--- src/rtl/axis_pkg.sv ---
// axis_pkg -- shared definitions for the AXIS packet arbiter and its buffer.
//   TUSER field map : LEN[15:0], SPT[23:16], DPT[31:24]
//   arb_state_e     : arbiter FSM states (IDLE = arbitrate, PKT = packet owned)
//   rr_pick()       : round-robin selection helper
package axis_pkg;
  localparam int LEN_LSB   = 0;
  localparam int SPT_LSB   = 16;
  localparam int DPT_LSB   = 24;
  localparam int FLD_W     = 8;
  localparam int MAX_PORTS = 8;

  typedef enum logic {ST_IDLE = 1'b0, ST_PKT = 1'b1} arb_state_e;

  // Index of the first set bit of req strictly after ptr, wrapping modulo n.
  // Returns 0 when req is empty; callers only use the result when |req.
  function automatic int rr_pick(input logic [MAX_PORTS-1:0] req,
                                 input int ptr, input int n);
    int sel, idx;
    logic found;
    sel   = 0;
    found = 1'b0;
    for (int k = 1; k <= MAX_PORTS; k++) begin
      idx = (ptr + k) % n;
      if (!found && k <= n && req[idx[2:0]]) begin
        sel   = idx;
        found = 1'b1;
      end
    end
    return sel;
  endfunction
endpackage

--- src/rtl/axis_skid2.sv ---
// axis_skid2 -- 2-entry registered AXIS buffer for an opaque W-bit beat.
//   i_clk/i_rst             : clock, async active-high reset (flushes entries)
//   i_data/i_valid/o_ready  : upstream side; o_ready = not full
//   o_data/o_valid/i_ready  : downstream side, driven straight from the head reg
// Two entries allow one push per cycle with a fully registered output.
module axis_skid2 #(
  parameter int W = 8
) (
  input  logic         i_clk,
  input  logic         i_rst,
  input  logic [W-1:0] i_data,
  input  logic         i_valid,
  output logic         o_ready,
  output logic [W-1:0] o_data,
  output logic         o_valid,
  input  logic         i_ready
);
  logic [W-1:0] r_head, r_tail;
  logic [1:0]   r_cnt;
  logic         w_push, w_pop;

  assign o_ready = (r_cnt != 2'd2);
  assign o_valid = (r_cnt != 2'd0);
  assign o_data  = r_head;
  assign w_push  = i_valid & o_ready;
  assign w_pop   = o_valid & i_ready;

  always_ff @(posedge i_clk or posedge i_rst) begin
    if (i_rst) begin
      r_head <= '0;
      r_tail <= '0;
      r_cnt  <= 2'd0;
    end else begin
      case (r_cnt)
        2'd0: if (w_push) begin
          r_head <= i_data;
          r_cnt  <= 2'd1;
        end
        2'd1: begin
          if (w_push && w_pop) r_head <= i_data;
          else if (w_push) begin
            r_tail <= i_data;
            r_cnt  <= 2'd2;
          end else if (w_pop) r_cnt <= 2'd0;
        end
        // full: no push possible, a pop promotes the tail
        default: if (w_pop) begin
          r_head <= r_tail;
          r_cnt  <= 2'd1;
        end
      endcase
    end
  end
endmodule

--- src/rtl/axis_pkt_arbiter.sv ---
// axis_pkt_arbiter -- packet-granular round-robin mux of NPORTS AXIS masters
// onto one AXIS slave. A granted port owns the output until its TLAST beat is
// accepted; every packet costs one arbitration cycle in IDLE.
//   ACLK/ARESET        : clock, async active-high reset
//   S_AXIS_*           : NPORTS packed input streams (port i at slice i)
//   M_AXIS_*           : merged output stream, from a 2-entry buffer
//   PORT_EN            : arbitration enable mask, sampled in IDLE only
//   GRANT/BUSY         : one-hot owner / packet in progress
//   PKT_CNT            : per-port completed-packet counters (wrapping)
module axis_pkt_arbiter
  import axis_pkg::*;
#(
  parameter int NPORTS    = 4,
  parameter int DATA_W    = 32,
  parameter int USER_W    = 128,
  parameter int STAMP_SPT = 1,
  parameter int CNT_W     = 16
) (
  input  logic                      ACLK,
  input  logic                      ARESET,
  input  logic [NPORTS*DATA_W-1:0]  S_AXIS_TDATA,
  input  logic [NPORTS*DATA_W/8-1:0] S_AXIS_TSTRB,
  input  logic [NPORTS*USER_W-1:0]  S_AXIS_TUSER,
  input  logic [NPORTS-1:0]         S_AXIS_TLAST,
  input  logic [NPORTS-1:0]         S_AXIS_TVALID,
  output logic [NPORTS-1:0]         S_AXIS_TREADY,
  output logic [DATA_W-1:0]         M_AXIS_TDATA,
  output logic [DATA_W/8-1:0]       M_AXIS_TSTRB,
  output logic [USER_W-1:0]         M_AXIS_TUSER,
  output logic                      M_AXIS_TLAST,
  output logic                      M_AXIS_TVALID,
  input  logic                      M_AXIS_TREADY,
  input  logic [NPORTS-1:0]         PORT_EN,
  output logic [NPORTS-1:0]         GRANT,
  output logic                      BUSY,
  output logic [NPORTS*CNT_W-1:0]   PKT_CNT
);
  localparam int STRB_W = DATA_W / 8;
  localparam int IDX_W  = (NPORTS > 1) ? $clog2(NPORTS) : 1;
  localparam int BEAT_W = 1 + USER_W + STRB_W + DATA_W;

  logic [NPORTS-1:0][DATA_W-1:0] w_tdata;
  logic [NPORTS-1:0][STRB_W-1:0] w_tstrb;
  logic [NPORTS-1:0][USER_W-1:0] w_tuser;

  for (genvar i = 0; i < NPORTS; i++) begin : g_slice
    assign w_tdata[i] = S_AXIS_TDATA[i*DATA_W +: DATA_W];
    assign w_tstrb[i] = S_AXIS_TSTRB[i*STRB_W +: STRB_W];
    assign w_tuser[i] = S_AXIS_TUSER[i*USER_W +: USER_W];
  end

  arb_state_e                   r_state, w_state_nxt;
  logic [IDX_W-1:0]             r_gidx, w_gidx_nxt, r_rr, w_rr_nxt;
  logic [NPORTS-1:0]            w_req;
  logic                         w_in_vld, w_buf_rdy, w_acc_last;
  logic [USER_W-1:0]            w_user;
  logic [BEAT_W-1:0]            w_beat_in, w_beat_out;
  logic [NPORTS-1:0][CNT_W-1:0] r_cnt;

  assign w_req      = S_AXIS_TVALID & PORT_EN;
  assign w_in_vld   = (r_state == ST_PKT) & S_AXIS_TVALID[r_gidx];
  assign w_acc_last = w_in_vld & w_buf_rdy & S_AXIS_TLAST[r_gidx];
  assign BUSY       = (r_state == ST_PKT);

  always_comb begin
    S_AXIS_TREADY = '0;
    GRANT         = '0;
    if (r_state == ST_PKT) begin
      S_AXIS_TREADY[r_gidx] = w_buf_rdy;
      GRANT[r_gidx]         = 1'b1;
    end
  end

  // Source-port stamp is applied before the beat enters the buffer.
  always_comb begin
    w_user = w_tuser[r_gidx];
    if (STAMP_SPT != 0) w_user[SPT_LSB +: FLD_W] = FLD_W'(r_gidx);
  end

  assign w_beat_in = {S_AXIS_TLAST[r_gidx], w_user, w_tstrb[r_gidx], w_tdata[r_gidx]};

  always_comb begin
    w_state_nxt = r_state;
    w_gidx_nxt  = r_gidx;
    w_rr_nxt    = r_rr;
    case (r_state)
      ST_IDLE: if (|w_req) begin
        w_state_nxt = ST_PKT;
        w_gidx_nxt  = IDX_W'(rr_pick(MAX_PORTS'(w_req), int'(r_rr), NPORTS));
      end
      default: if (w_acc_last) begin
        w_state_nxt = ST_IDLE;
        w_rr_nxt    = r_gidx;
      end
    endcase
  end

  always_ff @(posedge ACLK or posedge ARESET) begin
    if (ARESET) begin
      r_state <= ST_IDLE;
      r_gidx  <= '0;
      r_rr    <= IDX_W'(NPORTS - 1);
    end else begin
      r_state <= w_state_nxt;
      r_gidx  <= w_gidx_nxt;
      r_rr    <= w_rr_nxt;
    end
  end

  always_ff @(posedge ACLK or posedge ARESET) begin
    if (ARESET) r_cnt <= '0;
    else if (w_acc_last) r_cnt[r_gidx] <= r_cnt[r_gidx] + CNT_W'(1);
  end
  assign PKT_CNT = r_cnt;

  axis_skid2 #(.W(BEAT_W)) u_obuf (
    .i_clk   (ACLK),
    .i_rst   (ARESET),
    .i_data  (w_beat_in),
    .i_valid (w_in_vld),
    .o_ready (w_buf_rdy),
    .o_data  (w_beat_out),
    .o_valid (M_AXIS_TVALID),
    .i_ready (M_AXIS_TREADY)
  );

  assign {M_AXIS_TLAST, M_AXIS_TUSER, M_AXIS_TSTRB, M_AXIS_TDATA} = w_beat_out;
endmodule

--- config.mk ---
export PLATFORM = sky130hd
export DESIGN_NAME = axis_pkt_arbiter
export DESIGN_NICKNAME = d
export VERILOG_FILES = /design/src/rtl/axis_pkg.sv /design/src/rtl/axis_skid2.sv /design/src/rtl/axis_pkt_arbiter.sv
export SDC_FILE = /design/constraint.sdc
export NUM_CORES = 1
export LEC_CHECK = 0
export BUFFER_PORTS_ARGS = -buffer_cell sky130_fd_sc_hd__buf_2
export CORE_AREA = 4 4 349 351
export CTS_BUF_LIST = sky130_fd_sc_hd__clkbuf_16
export CTS_CLUSTER_DIAMETER = 40
export DETAILED_ROUTE_END_ITERATION = 12
export DIE_AREA = 0 0 353 355
export SLEW_MARGIN = 15
export SYNTH_ARGS = -nofsm -noshare
export SYNTH_HDL_FRONTEND = slang
export SYNTH_SLANG_ARGS = --single-unit
--- constraint.sdc ---
create_clock -name ACLK -period 34.6 [get_ports ACLK]
set_input_delay 3.46 -clock ACLK [delete_from_list [all_inputs] [get_ports ACLK]]
set_output_delay 3.46 -clock ACLK [all_outputs]
set_load 0.02 [all_outputs]
==> impl_results.md <==
- Critical path arrival: 6.81 ns
- Area grow syn2layout: 40.3%
- Critical Path Start: S_AXIS_TVALID[3]
- Core Area: 119,000 um2
- Area contributors post-synth: dfrtp_1 47%, mux4_2 19%, mux2_4 8.0%, mux2i_1 7.7%, a21oi_1 4.7%
- Die ar.: 125,000 um2
- Syn Area/Cell: 13.4 um2
- P_leak: 0.0130 uW
- RSZ-0062 raised after global routing: no
- CTS resizes: 0
- Setup Buffers After CTS: 0
- Max Root-Sink Buffers: 3
- Clock-pin slew on the worst setup and hold paths: 0.05 ns
- DRT Wirelength: 79.5 mm
- Share of the synthesized area in the top cell type: 46.6%
- Post-synth cell types: 45
- Clock skew: 0.0243 ns
- R2R setup slack: 30.20 ns
- Final #Nets: 3,063
- Ports: 910
- Synth warnings: 0
- Count leader, synth: dfrtp_1
- PortBufs: 871
- Vias in the first global route: 17,104
- DRC viols: 0
- CP dominant cell by count: buf_4
- EDFF count, synth: 0
- Worst reg2reg endpoint: u_obuf.o_data[80]
- Crit-path max cell delay: 0.80 ns
- Max_slew headroom: 27.2%
- Share of layout cells above drive strength 1: 56.3%
- Power share of the clock group: 23.6%
- Cell Int Power: 1770 uW
- Seq/Total Area, Yosys: 46.9%
- Die Wd: 353 um
- Tcrit/Tclk final: 18.3%
- Sequential share of power: 28.2%
- Total clock sinks: 389
- Sum Neg Setup Slack: 0 ns
- Worst path required time: 35.09 ns
- Measured slew at the worst slew-check pin: 1.09 ns
- Worst-case reg-to-reg path depth: 6
- First-pass GRT wire length: 113 mm
- Combinational group share of total power: 48.2%
- Crit path launch type: primary input
- Top cells by count, synth: 387 x dfrtp_1, 200 x nor2_1, 193 x a21oi_1
- Tmin final: 6.32 ns
- Final ANT Viol Nets: 0
- P per Cell Area: 104 nW/um2
- Switch share: 41.5%
- Site row count: 127
- Clk Latency, worst-skew pair: 0.62 ns
- Critical setup path kind: primary input to register
- Crit path capture type: register
- Worst-path cell chain: buf_2 > mux4_2 > nand2_1 > nor3b_2 > nand2b_4 > buf_4 > buf_4 > mux2_4
- Die H: 355 um
- Hold_buf cts: 0
- Max-cap violation count: 0
- Max VDD drop: 0.0574 mV
- CTS tree: built
- Worst hold path type: register to register
- Gpl congestion: 0.970
- Critical R2R Launch: r_gidx[0]
- Crit-path slowest cell: buf_4
- Root buf cell: clkbuf_16
- Cts bufs inserted: 73
- CTS H-tree lvls: 3
- Iteration-0 DRC count of the detailed router: 866
- Status: finished, final reports clean
- Finished Core Util: 24.5%
- Hpwl dp: 61.8 mm
- Slew Viols, Final: 0
- GR Util All Layers: 12.1%
- Initial core utilization: 17.5%
- Main synth FF type: dfrtp_1
- Congestion Overflow GR: 0
- Via density per instance: 4.12
- Cells after synthesis: 1,550
- Avg WL per Cell: 19.8 um
- CP Max Fanout: 48
- Worst setup path endpoint: u_obuf.r_tail[77]
- Initial antenna violation count: 34
- Asr flop ratio synth: 100%
- Largest net degree at the start of global routing: 136
- Net Switching: 1260 uW
- Pre-antenna DRT Iters: 5
- Peak Freq: 158 MHz
- Seq cells post-synth: 389
- Hold Fails Final Rpt: 0
- Vias: 16,506
- Fillcell total: 12,632
- Netlist Area Pre-Place: 20,800 um2
- # setup viols final: 0
- Post-synthesis cell type with the largest combined area: dfrtp_1
-- registers in the layout, summed over array words and instances, names as in the netlist --
| register | cells |
|---|---|
| r_rr | 2 |
| r_gidx | 2 |
| u_obuf.r_tail | 159 |
| PKT_CNT | 64 |
| u_obuf.r_cnt | 2 |
| u_obuf.o_data | 159 |
| BUSY | 1 |
-- worst max-delay path, delay by kind of cell --
kind,cells,cell delay [ns]
and+or+nand+nor,3,0.62
buffers and inverters,3,1.60
muxes,2,0.88
-- area by class of cell --
cell class / instances / area, um2 / area share [%]
diodes: 11 / 27.5 / 0.0945
clock buffers: 73 / 1830 / 6.27
clock inverters: 61 / 658 / 2.26
inverters: 8 / 37.5 / 0.129
multi-input cells: 1025 / 10300 / 35.5
flip-flops and latches: 389 / 9750 / 33.5
well taps: 1548 / 1940 / 6.65
repair buffers: 894 / 4560 / 15.6
-- worst min path at each step --
stage | to | startpoint | cells past startpoint | slack (ns)
after CTS | u_obuf.r_tail[142] | u_obuf.r_tail[142] | 1 | 0.50
after floorplan | u_obuf.r_tail[156] | u_obuf.r_tail[156] | 1 | 0.48
after detailed placement | u_obuf.r_tail[6] | u_obuf.r_tail[6] | 1 | 0.49
after global placement | PKT_CNT[8] | PKT_CNT[8] | 2 | 0.48
final | u_obuf.r_tail[160] | u_obuf.r_tail[160] | 1 | 0.50
after global routing | u_obuf.r_tail[160] | u_obuf.r_tail[160] | 1 | 0.51
-- through the flow --
stage	power, uW	cell area [um2]	setup WS (ns)	hold slack, ns	std cells
detailed placement	2330	26600	27.63	0.493	3864
global route	3230	29100	28.16	0.512	4001
CTS	3070	29100	28.31	0.504	3998
floorplan	1880	20800	20.33	0.479	1555
finish	3020	29100	28.28	0.503	4009
global placement	2300	26600	27.66	0.481	3864
-- layer usage --
metal	global-route usage, %	up-vias	share of wire, %	wire, um
met5	0	-	0.096	76
met3	5.20	150	11	8790
li1	-	7447	-	-
met4	4.14	14	3.3	2650
met2	19.0	722	46	36400
met1	14.9	8173	40	31600
-- cells in the final DEF (no fill, tap or decap), drive strengths merged, types with 6 or more instances in the layout --
cell type  synthesis  routed
clkinvlp           0       6
buf               76     894
inv                8      29
a21oi            194     194
dfrtp            387     387
clkbuf            57      73
nor3               6       6
diode              0      11
conb               1       6
xnor2             12      12
clkinv             0      29
mux2i            159     159
mux2             166     166
o21ai             31      31
nand2             42      42
nor2             200     200
mux4             174     174
-- power groups by stage --
| stage | Sequential (uW) | Combinational, uW | Clock, uW |
|---|---|---|---|
| 6_report | 854 | 1460 | 713 |
| 2_1_floorplan | 966 | 914 | 0 |
| 3_3_place_gp | 849 | 1460 | 0 |
| 4_1_cts | 855 | 1480 | 736 |
| 5_1_grt | 887 | 1580 | 757 |
| 3_5_place_dp | 858 | 1470 | 0 |
-- cells by family after synthesis --
| kind of cell | Yosys count | synth area share (%) |
|---|---|---|
| multiplexers | 499 | 37.5 |
| buffers and inverters | 141 | 3.52 |
| XOR/XNOR | 14 | 0.590 |
| flip-flops | 389 | 46.9 |
| AND/OR/NAND/NOR | 270 | 5.60 |
| adder cells (fa/ha/maj) | 1 | 0.0602 |
| AO/OA/AOI/OAI | 235 | 5.83 |
| other | 1 | 0.0181 |
No activity file was read; power rests on OpenSTA's default activity.
